`src/rtl/trigger_scan_pkg.sv`:
```
// Shared types and constants for the trigger scan sequencer.
package trigger_scan_pkg;

    localparam int PAT_W   = 4;
    localparam int NUM_PAT = 16;

    typedef enum logic [2:0] {
        ST_IDLE,
        ST_SEL,
        ST_DUT_RST,
        ST_DRIVE,
        ST_FIN
    } scan_state_e;

endpackage

```
`src/rtl/trigger_scan_ctrl_next_pattern_sel.sv`:
```
// Finds the lowest enabled pattern at or above the current index.
module next_pattern_sel
    import trigger_scan_pkg::*;
(
    input  logic [NUM_PAT-1:0] mask,
    input  logic [PAT_W-1:0]   idx,
    output logic               found,
    output logic [PAT_W-1:0]   next_idx
);

    // Descending walk so the lowest qualifying bit is the last one written.
    always_comb begin
        found    = 1'b0;
        next_idx = '0;
        for (int i = NUM_PAT - 1; i >= 0; i--) begin
            if (mask[i] && (i >= int'(idx))) begin
                found    = 1'b1;
                next_idx = PAT_W'(i);
            end
        end
    end

endmodule

```
`src/rtl/trigger_scan_ctrl.sv`:
```
// Steps the DUA r-bus through each enabled pattern with a reset before each
// one, and records the first pattern and drive cycle that raised trigger.
//
//   state    | meaning
//   ---------+--------------------------------------------------------
//   IDLE     | waiting for start; results hold
//   SEL      | pick lowest enabled pattern >= idx, or finish
//   DUT_RST  | dut_rst low, r_out=0 for RST_CYCLES cycles
//   DRIVE    | r_out=idx for hold cycles, watching trigger_in
//   FIN      | one-cycle done pulse, then back to IDLE
module trigger_scan_ctrl
    import trigger_scan_pkg::*;
#(
    parameter int HOLD_W     = 16,
    parameter int RST_CYCLES = 2
)
(
    input  logic               clk,
    input  logic               rst,
    input  logic               start,
    input  logic               abort,
    input  logic [15:0]        pattern_mask,
    input  logic [HOLD_W-1:0]  hold_cycles,
    input  logic               trigger_in,
    output logic [3:0]         r_out,
    output logic               dut_rst,
    output logic               busy,
    output logic               done,
    output logic               detected,
    output logic [3:0]         det_pattern,
    output logic [HOLD_W-1:0]  det_cycle
);

    localparam int RC_W = (RST_CYCLES > 1) ? $clog2(RST_CYCLES) : 1;

    scan_state_e          state, state_nxt;
    logic [NUM_PAT-1:0]   mask_q, mask_nxt;
    logic [HOLD_W-1:0]    hold_last_q, hold_last_nxt;
    logic [PAT_W-1:0]     idx_q, idx_nxt;
    logic [RC_W-1:0]      rst_cnt_q, rst_cnt_nxt;
    logic [HOLD_W-1:0]    cyc_q, cyc_nxt;
    logic                 detected_nxt;
    logic [3:0]           det_pattern_nxt;
    logic [HOLD_W-1:0]    det_cycle_nxt;
    logic                 found;
    logic [PAT_W-1:0]     sel_idx;

    next_pattern_sel u_sel (
        .mask     (mask_q),
        .idx      (idx_q),
        .found    (found),
        .next_idx (sel_idx)
    );

    always_ff @(posedge clk or negedge rst) begin
        if (!rst) begin
            state       <= ST_IDLE;
            mask_q      <= '0;
            hold_last_q <= '0;
            idx_q       <= '0;
            rst_cnt_q   <= '0;
            cyc_q       <= '0;
            detected    <= 1'b0;
            det_pattern <= '0;
            det_cycle   <= '0;
        end else begin
            state       <= state_nxt;
            mask_q      <= mask_nxt;
            hold_last_q <= hold_last_nxt;
            idx_q       <= idx_nxt;
            rst_cnt_q   <= rst_cnt_nxt;
            cyc_q       <= cyc_nxt;
            detected    <= detected_nxt;
            det_pattern <= det_pattern_nxt;
            det_cycle   <= det_cycle_nxt;
        end
    end

    always_comb begin
        state_nxt       = state;
        mask_nxt        = mask_q;
        hold_last_nxt   = hold_last_q;
        idx_nxt         = idx_q;
        rst_cnt_nxt     = rst_cnt_q;
        cyc_nxt         = cyc_q;
        detected_nxt    = detected;
        det_pattern_nxt = det_pattern;
        det_cycle_nxt   = det_cycle;

        if (abort) begin
            state_nxt = ST_IDLE;
        end else begin
            case (state)
                ST_IDLE: begin
                    if (start) begin
                        mask_nxt        = pattern_mask;
                        // Store the last drive-cycle index; a hold of 0 behaves as 1.
                        hold_last_nxt   = (hold_cycles == '0) ? '0 : hold_cycles - 1'b1;
                        detected_nxt    = 1'b0;
                        det_pattern_nxt = '0;
                        det_cycle_nxt   = '0;
                        idx_nxt         = '0;
                        state_nxt       = ST_SEL;
                    end
                end
                ST_SEL: begin
                    if (found) begin
                        idx_nxt     = sel_idx;
                        rst_cnt_nxt = RC_W'(RST_CYCLES - 1);
                        state_nxt   = ST_DUT_RST;
                    end else begin
                        state_nxt = ST_FIN;
                    end
                end
                ST_DUT_RST: begin
                    if (rst_cnt_q == '0) begin
                        cyc_nxt   = '0;
                        state_nxt = ST_DRIVE;
                    end else begin
                        rst_cnt_nxt = rst_cnt_q - 1'b1;
                    end
                end
                ST_DRIVE: begin
                    if (trigger_in) begin
                        detected_nxt    = 1'b1;
                        det_pattern_nxt = idx_q;
                        det_cycle_nxt   = cyc_q;
                        state_nxt       = ST_FIN;
                    end else if (cyc_q == hold_last_q) begin
                        if (idx_q == PAT_W'(NUM_PAT - 1)) begin
                            state_nxt = ST_FIN;
                        end else begin
                            idx_nxt   = idx_q + 1'b1;
                            state_nxt = ST_SEL;
                        end
                    end else begin
                        cyc_nxt = cyc_q + 1'b1;
                    end
                end
                ST_FIN: begin
                    state_nxt = ST_IDLE;
                end
                default: begin
                    state_nxt = ST_IDLE;
                end
            endcase
        end
    end

    assign r_out   = (state == ST_DRIVE) ? idx_q : '0;
    assign dut_rst = (state != ST_DUT_RST);
    assign busy    = (state != ST_IDLE);
    assign done    = (state == ST_FIN);

endmodule

```
`config.mk`:
```
export PLATFORM = sky130hd
export DESIGN_NAME = trigger_scan_ctrl
export DESIGN_NICKNAME = d
export VERILOG_FILES = /design/src/rtl/trigger_scan_pkg.sv /design/src/rtl/trigger_scan_ctrl_next_pattern_sel.sv /design/src/rtl/trigger_scan_ctrl.sv
export SDC_FILE = /design/constraint.sdc
export NUM_CORES = 1
export LEC_CHECK = 0
export CAP_MARGIN = 20
export CORE_MARGIN = 3
export CORE_UTILIZATION = 25
export CTS_CLUSTER_SIZE = 10
export DETAILED_ROUTE_END_ITERATION = 10
export PLACE_DENSITY_LB_ADDON = 0.25
export SETUP_SLACK_MARGIN = 0.5
export SYNTH_ARGS = -nofsm -noshare
export SYNTH_HDL_FRONTEND = slang
export SYNTH_HIERARCHICAL = 1
export SYNTH_SLANG_ARGS = --single-unit
```
`constraint.sdc`:
```
create_clock -name clk -period 5.7 [get_ports clk]
set_clock_uncertainty 0.05 [all_clocks]
set_input_delay 1.14 -clock clk [delete_from_list [all_inputs] [get_ports clk]]
set_output_delay 1.14 -clock clk [all_outputs]
set_load 0.005 [all_outputs]
```
Word level (Yosys, flattened, before mapping)
Index checks and enable logic that the tools add are counted.
- word-level logic and storage cells: 138
- register bits: 77
- mux-type cells: 63
- eq/ne operators: 18
- bitwise operators: 1
- order comparisons: 15
- add/sub/neg operators: 4
- reduce and logical (&&, ||, !) cells: 28
- operator list (operator ; number):
    16-bit two-way mux ; 6
    4-bit two-way mux ; 23
    16-bit one-hot mux with 2 select lines ; 2
    4-bit >= comparator, first input constant ; 7
    3-bit two-way mux ; 7
    1-bit two-way mux ; 20
    16-bit by 1-bit adder with 16-bit output, second input constant ; 1
    16-bit == test ; 1
    3-bit by 4-bit >= comparator with 1-bit output, first input constant ; 4
    16-bit zero test ; 1
    2-bit != test, second input constant ; 8
    16-bit by 1-bit subtractor with 16-bit output, second input constant ; 1
    1-bit logical AND ; 15
    3-bit one-hot mux with 4 select lines ; 1
    4-bit one-hot mux with 3 select lines ; 1
    3-bit AND reduction ; 3
    1-bit by 4-bit >= comparator with 1-bit output, first input constant ; 2
    2-bit by 4-bit >= comparator with 1-bit output, first input constant ; 2
    4-bit one-hot mux with 2 select lines ; 1
    7-bit AND reduction ; 1
    3-bit by 2-bit == test with 1-bit output, second input constant ; 2
    3-bit != test, second input constant ; 2
    2-bit nonzero test ; 3
    3-bit nonzero test ; 2
    12 further kinds ; 13

Longest topological paths before layout
Gate-level depths: netlist (run 1).
- depth after elaboration: 20
- mapped depth: 11
- depth with buffers taken out: 10

Hierarchy
The synthesis (run 1) kept the hierarchy.
- modules (own cells, without submodules) (module ; cells each ; area each (µm²) ; sequential area each (µm²) ; instances):
    trigger_scan_ctrl ; 402 ; 4011.3 ; 1926.8 ; 1
    next_pattern_sel ; 73 ; 467.9 ; 0.0 ; 1

Least setup slack after synthesis (run 1)
No wires, ideal clock.
- path type: input to register
- start: input port hold_cycles[8]
- end: register hold_last_q[15]
- path buffers: 0
- stages on the path: 5
- arrival time: 2414 ps
- setup slack: 3103 ps
- cell sequence: or4_1 and4bb_2 nand3b_1 a211oi_1 a21oi_1
- longest elaborated chain between the ends: 2
- elaborated cells between the ends (all ways): 3
- RTL lines (what ; RTL line ; text):
    start, declared ; trigger_scan_ctrl.sv:23 ; input logic [HOLD_W-1:0] hold_cycles,
    16-bit by 1-bit subtractor with 16-bit output / 16-bit zero test (equally long branches) ; trigger_scan_ctrl.sv:98 ; hold_last_nxt = (hold_cycles == '0) ? '0 : hold_cycles - 1'b1;
    16-bit two-way mux * ; trigger_scan_ctrl.sv:98 ;
    end signal, assigned ; trigger_scan_ctrl.sv:69 ; hold_last_q <= hold_last_nxt;
    end, declared ; trigger_scan_ctrl.sv:38 ; logic [HOLD_W-1:0] hold_last_q, hold_last_nxt;
Mark *: on every way between the ends. The rest lies on a longest branch, timed or not.
A chain may end at the register's enable or synchronous reset.

Worst setup path in the final report (run 1)
- start: register state[0]
- end: output port r_out[3]
- longest elaborated chain between the ends: 2
- RTL lines (what ; RTL line ; text):
    start, declared ; trigger_scan_ctrl.sv:36 ; scan_state_e state, state_nxt;
    start signal, assigned ; trigger_scan_ctrl.sv:67 ; state <= state_nxt;
    3-bit by 2-bit == test with 1-bit output ; trigger_scan_ctrl.sv:150 ; assign r_out = (state == ST_DRIVE) ? idx_q : '0;
    4-bit two-way mux ; trigger_scan_ctrl.sv:150 ;
    end, declared ; trigger_scan_ctrl.sv:25 ; output logic [3:0] r_out,
No other way between the ends.

==> results.sh, run 1 <==
export IMPL_status="finished, final reports clean"
export IMPL_netlist_area_sq_mm=0.004479
export IMPL_clkTransAtPathRegs_ps=60
export IMPL_cp_required_ps=4510
export IMPL_synth_top_family_by_area="simple AND/OR/NAND/NOR gates"
export IMPL_place_area_sq_mm=0.005288
export IMPL_grt_pass1_wl_um=19040
export IMPL_min_path_type="reg -> reg"
export IMPL_power_density_mw_per_mm2=342.2
export IMPL_syn_inst=475
export IMPL_report_final_slew_viol_count=0
export IMPL_cp_data_arrival_time_ps=2360
export IMPL_holdWs_ps=427.2
export IMPL_wl_per_cell_um=14.96
export IMPL_cts_tree="yes"
export IMPL_cts_setup_buffers=0
export IMPL_ys_warn_count=6
export IMPL_crit_path_start_kind="flop"
export IMPL_async_flop_share=1.000
export IMPL_drv_cap=0
export IMPL_synthSimpleGateAreaFrac=0.2053
export IMPL_grt_overflow_total=0
export IMPL_rsz0062_at_grt="false"
export IMPL_fp_dieArea_sq_mm=0.01956
export IMPL_synth_cell_types=70
export IMPL_insertion_delay_ps=340
export IMPL_die_x_um=139.9
export IMPL_synthTopCellsByArea="dfrtp_1 (43%), nand2_1 (6.2%), mux2_2 (5.3%)"
export IMPL_dpl_cell_count=739
export IMPL_synth_xor_area_share=0.05279
export IMPL_detail_route_antenna_nets=0
export IMPL_cts_buffer_depth=2
export IMPL_viasPerCell=4.856
export IMPL_dr_first_iter_drc_count=186
export IMPL_synthMuxAreaShare=0.06173
export IMPL_worstPathMaxFanout=21
export IMPL_numPortBuffers=64
export IMPL_htreeDepth=3
export IMPL_slew_headroom=0.4684
export IMPL_cts_hold_buf=0
export IMPL_p_leak_nw=2.188
export IMPL_antenna_found_initial=0
export IMPL_ys_seq_area_frac=0.4302
export IMPL_synth_edf_count=0
export IMPL_synth_flop_cell="dfrtp_1"
export IMPL_stdcell_count=756
export IMPL_syn_area_per_cell_sq_um=9.430
export IMPL_synth_seq_cells=77
export IMPL_core_sq_mm=0.01742
export IMPL_cts_root_buf="clkbuf_16"
export IMPL_timing_hold_violations_final=0
export IMPL_fmax_mhz=282.0
export IMPL_synth_compound_area_frac=0.2017
export IMPL_ir_drop_uv=197.6
export IMPL_route_detailed_drc=0
export IMPL_cts_buffers=9
export IMPL_synth_top_area_share=0.4302
export IMPL_final_layout_size_suffix_gt1_frac=0.1186
export IMPL_firstDrtPassIters=7
export IMPL_grt_usage=0.1185
export IMPL_grt_max_degree=78
export IMPL_crit_path_end_kind="output pin"
export IMPL_yosysTopAreaCell="dfrtp_1"
export IMPL_area_delta_synth_final_pct=26.26
export IMPL_wl_um=11310
export IMPL_ctsResizeCount=0
export IMPL_via_count=3671
export IMPL_ios=65
export IMPL_fin_crit_sh=0.6221
export IMPL_finalSetupViolations=0
export IMPL_grt_pass1_vias=3605
export IMPL_numClockSinks=77
export IMPL_worstMarginPinSlew_ps=797.4
export IMPL_fp_dieH_um=139.9
export IMPL_start_util=0.2572
export IMPL_period_minus_slack_ps=3546
export IMPL_tns_ps=0
export IMPL_synth_adder_area_share=0.008380
export IMPL_row_count=48
export IMPL_place_congestion=0.7758
export IMPL_r2r_slack_ps=2610
export IMPL_synth_nets=515
export IMPL_final_cell_area_sq_mm=0.005655
export IMPL_dp_hpwl_um=8243
export IMPL_antenna_cells=0
export IMPL_crit_type="reg -> out"
export IMPL_nets=566
## cells in the mapped netlist (4+ instances only)
master and count:
dfrtp_1 77, nand2_1 74, o21ai_0 31, nor2_1 23
xnor2_1 22, mux2_2 21, o31ai_1 17, clkbuf_1 13
nand3_1 13, a21oi_1 12, buf_2 9, nand4_1 9
nor3_1 9, inv_1 8, nand2b_1 7, or4_1 7
a21o_1 6, and2_1 6, o211ai_1 6, a31oi_1 5
nor2b_1 5, o311ai_0 5, o311ai_1 5, or2_2 5
xor2_1 5, and3_1 4, mux2i_1 4, o21ai_1 4
## registers in the layout (all words and copies together), names as in the netlist
register and cells:
cyc_q 16, det_cycle 16, hold_last_q 16, mask_q 16, det_pattern 4, idx_q 4
state 3, detected 1, rst_cnt_q 1
## cells in the final DEF (no fill, tap or decap), types with 12 or more instances in the layout
cell / netlist / final
a21oi_1: 12 / 12
clkdlybuf4s50_1: 0 / 63
dfrtp_1: 77 / 77
mux2_2: 21 / 21
nand2_1: 74 / 74
nand3_1: 13 / 13
nor2_1: 23 / 23
o21ai_0: 31 / 30
o31ai_1: 17 / 17
xnor2_1: 22 / 22
## cell type report
| cell class | instances | area [sq um] |
|---|---|---|
| fillers | 1815 | 11760 |
| clock inverters | 6 | 111.4 |
| repair buffers | 69 | 695.7 |
| well taps | 225 | 281.5 |
| multi-input cells | 360 | 2377 |
| inverters | 9 | 33.78 |
| flip-flops and latches | 77 | 1927 |
| clock buffers | 10 | 229.0 |
## metrics by stage
step                        util  setup WS, ps  power (mW)
after floorplan                -          3103       1.125
after global placement    0.3036          2470       1.274
after detailed placement  0.3036          2419       1.287
after CTS                 0.3231          2129       1.959
after global routing      0.3247          1972       2.059
final                     0.3247          2154       1.935
## final timing paths
check	from	endpoint	cells after the start
max	state[0]$_DFFE_PN0P_	r_out[3]	5
min	det_cycle[7]$_DFFE_PN0P_	det_cycle[7]$_DFFE_PN0P_	2
max reg2reg	idx_q[3]$_DFFE_PN0P_	idx_q[1]$_DFFE_PN0P_	9
min reg2reg	det_cycle[7]$_DFFE_PN0P_	det_cycle[7]$_DFFE_PN0P_	2
max in group asynchronous	rst	det_pattern[2]$_DFFE_PN0P_	2
min in group asynchronous	rst	mask_q[13]$_DFFE_PN0P_	1
## critical path, stage by stage, from the launching register on
cell and delay, ps:
dfrtp_1 730, nand2b_1 220, nor2_1 130, buf_4 240
and2_1 190, clkdlybuf4s50_1 510
## metal layers
metal / share of wire / global-route usage / vias up / wire, um
met2: 0.45 / 0.1780 / 77 / 5090
met1: 0.50 / 0.1719 / 1757 / 5608
met4: 0.0090 / 0.02601 / 0 / 102
met5: 0 / 0 / - / 0
met3: 0.045 / 0.03024 / 7 / 504
li1: - / - / 1830 / -
## logic make-up after synthesis
| kind of cell | count (synthesis) |
|---|---|
| compound gates | 123 |
| flops | 77 |
| fa+ha+maj | 3 |
| xor+xnor | 27 |
| simple gates | 182 |
| mux | 25 |
| buf+inv | 38 |
## power by group
part	leakage, nW	switching [mW]	internal [mW]
registers	0.985	0.166	0.654
clock network	0.163	0.232	0.428
logic	1.04	0.209	0.246
total	2.19	0.607	1.33
Note: power is estimated with default switching activity, not from simulation.
==> run 2, diff against run 1 <==
==> constraint.sdc (replaced) <==
create_clock -name clk -period 3.6 [get_ports clk]
set_clock_uncertainty 0.05 [all_clocks]
set_input_delay 0.72 -clock clk [delete_from_list [all_inputs] [get_ports clk]]
set_output_delay 0.72 -clock clk [all_outputs]
set_load 0.005 [all_outputs]
==> run 2 against run 1 <==
  * Sequential share of layout area up 0.20 points
  * Core utilization down 0.17 points
  * Worst hold slack worse by 210 ps
  * Global-route usage up 0.37 points
  * Combinational power up 63%
  * Non-clock buffer count up 4
  * Sequential cell count unchanged
  * Sequential power up 58%
  * Wire length up 1.0%
  * Count of clock-buffer cells in the layout unchanged
  * Clock power up 29%
  * Register-to-register slack worse by 1900 ps
  * Critical path type is now reg -> reg
  * Critical endpoint is now idx_q[1]$_DFFE_PN0P_
  * Largest power group unchanged
==> results.sh, run 2 (synthesis results as in run 1) <==
export IMPL_combPwrFrac=0.257
export IMPL_crit_type="reg -> reg"
export IMPL_area_delta_synth_final_pct=25.59
export IMPL_report_final_slew_viol_count=0
export IMPL_period_minus_slack_ps=2929
export IMPL_min_path_type="in -> async"
export IMPL_place_congestion=0.7986
export IMPL_antenna_cells=0
export IMPL_cts_hold_buf=0
export IMPL_intPower_mw=1.902
export IMPL_start_util=0.2572
export IMPL_crit_path_end_kind="flop"
export IMPL_cts_buffer_depth=2
export IMPL_via_count=3731
export IMPL_cts_tree="yes"
export IMPL_drv_cap=0
export IMPL_grt_usage=0.1222
export IMPL_fill_cells=1791
export IMPL_viasPerCell=4.909
export IMPL_numClockSinks=77
export IMPL_slew_headroom=0.4695
export IMPL_final_layout_size_suffix_gt1_frac=0.1290
export IMPL_crit_path_start_kind="flop"
export IMPL_insertion_delay_ps=340
export IMPL_pre_cts_ws_ps=654.3
export IMPL_finalSetupViolations=0
export IMPL_p_leak_nw=2.178
export IMPL_worstMarginPinSlew_ps=795.7
export IMPL_grt_max_degree=78
export IMPL_cp_data_arrival_time_ps=3100
export IMPL_cts_root_buf="clkbuf_16"
export IMPL_status="finished, final reports clean"
export IMPL_worstPathMaxFanout=14
export IMPL_clkTransAtPathRegs_ps=60
export IMPL_ios=65
export IMPL_dr_first_iter_drc_count=220
export IMPL_route_detailed_drc=0
export IMPL_switching_share=0.3408
export IMPL_cts_buffers=9
export IMPL_rsz0062_at_grt="true"
export IMPL_die_x_um=139.9
export IMPL_ir_drop_uv=235.8
export IMPL_final_common_cell="dfrtp_1"
export IMPL_final_cell_mix="dfrtp_1 (76), nand2_1 (74), clkdlybuf4s50_1 (63)"
export IMPL_grt_pass1_wl_um=19470
export IMPL_nets=570
export IMPL_dp_hpwl_um=8367
export IMPL_grt_pass1_vias=3735
export IMPL_seq_power_share=0.448
export IMPL_fmax_mhz=341.4
export IMPL_cp_required_ps=3770
export IMPL_grt_overflow_total=0
export IMPL_fp_dieH_um=139.9
export IMPL_fin_crit_sh=0.8136
export IMPL_wl_um=11420
export IMPL_htreeDepth=3
export IMPL_p_sw_mw=0.9834
export IMPL_row_count=48
export IMPL_fp_dieArea_sq_mm=0.01956
export IMPL_firstDrtPassIters=4
export IMPL_wl_per_cell_um=15.03
export IMPL_power_density_mw_per_mm2=512.9
export IMPL_tns_ps=0
export IMPL_timing_hold_violations_final=0
export IMPL_p_total_mw=2.886
export IMPL_numPortBuffers=64
export IMPL_cts_setup_buffers=0
export IMPL_power_clock_fraction=0.295
export IMPL_antenna_found_initial=0
export IMPL_detail_route_antenna_nets=0
export IMPL_core_sq_mm=0.01742
export IMPL_worst_slack_ps=670.9
## run 2: through the flow
stage / hold WS [ps] / std cells / util / instance area [sq um]
2_1_floorplan: 374.4 / 475 / - / 4479
3_3_place_gp: 418.4 / 743 / 0.3053 / 5318
3_5_place_dp: 420.2 / 743 / 0.3053 / 5318
4_1_cts: 434.7 / 759 / 0.3212 / 5594
5_1_grt: 220.2 / 760 / 0.3230 / 5625
6_report: 212.6 / 760 / 0.3230 / 5625
## run 2: final timing paths
path / from / to / slack [ps] / cells after the start
worst min-delay path: rst / mask_q[8]$_DFFE_PN0P_ / 210 / 1
min in group clk: detected$_DFFE_PN0P_ / detected$_DFFE_PN0P_ / 430 / 2
worst max register to register: idx_q[1]$_DFFE_PN0P_ / idx_q[1]$_DFFE_PN0P_ / 670 / 10
max in group asynchronous: rst / idx_q[0]$_DFFE_PN0P_ / 2710 / 2
worst min register to register: detected$_DFFE_PN0P_ / detected$_DFFE_PN0P_ / 430 / 2
worst max-delay path: idx_q[1]$_DFFE_PN0P_ / idx_q[1]$_DFFE_PN0P_ / 670 / 10
## run 2: area by class of cell
class	instances	area (sq um)	area share
tap	225	281.5	0.05004
clock buffer	10	229.0	0.04070
inverter	9	33.78	0.006005
clock inverter	6	47.55	0.008452
timing repair buffer	73	725.7	0.1290
sequential	77	1928	0.3427
multi-input combinational	360	2380	0.4230
## run 2: timing repair
action	in CTS	in global routing
hold endpoints to repair	0	0
gates resized for setup	0	2
endpoints found under the setup margin	0	4
## run 2: power by group through the flow
| stage | combinational [mW] | sequential [mW] | clock [mW] |
|---|---|---|---|
| 6_report | 0.743 | 1.29 | 0.850 |
| 3_3_place_gp | 0.718 | 1.30 | 0 |
| 3_5_place_dp | 0.741 | 1.31 | 0 |
| 2_1_floorplan | 0.597 | 1.18 | 0 |
| 5_1_grt | 0.834 | 1.33 | 0.921 |
| 4_1_cts | 0.744 | 1.29 | 0.882 |
## run 2: worst max-delay path, stage by stage, from the launching register on
cell,delay (ps)
dfrtp_1,670
inv_1,220
a21oi_1,220
o21ai_0,130
and3b_1,240
nand2_1,110
o21a_1,180
o21ai_0,300
nor2_1,160
a21o_1,240
mux2_2,280
## run 2: per-layer routing
layer | vias up | wire length, um | global-route usage
li1 | 1850 | - | -
met4 | 0 | 204 | 0.04895
met2 | 70 | 5208 | 0.1876
met1 | 1796 | 5605 | 0.1694
met5 | - | 0 | 0
met3 | 15 | 403 | 0.02337
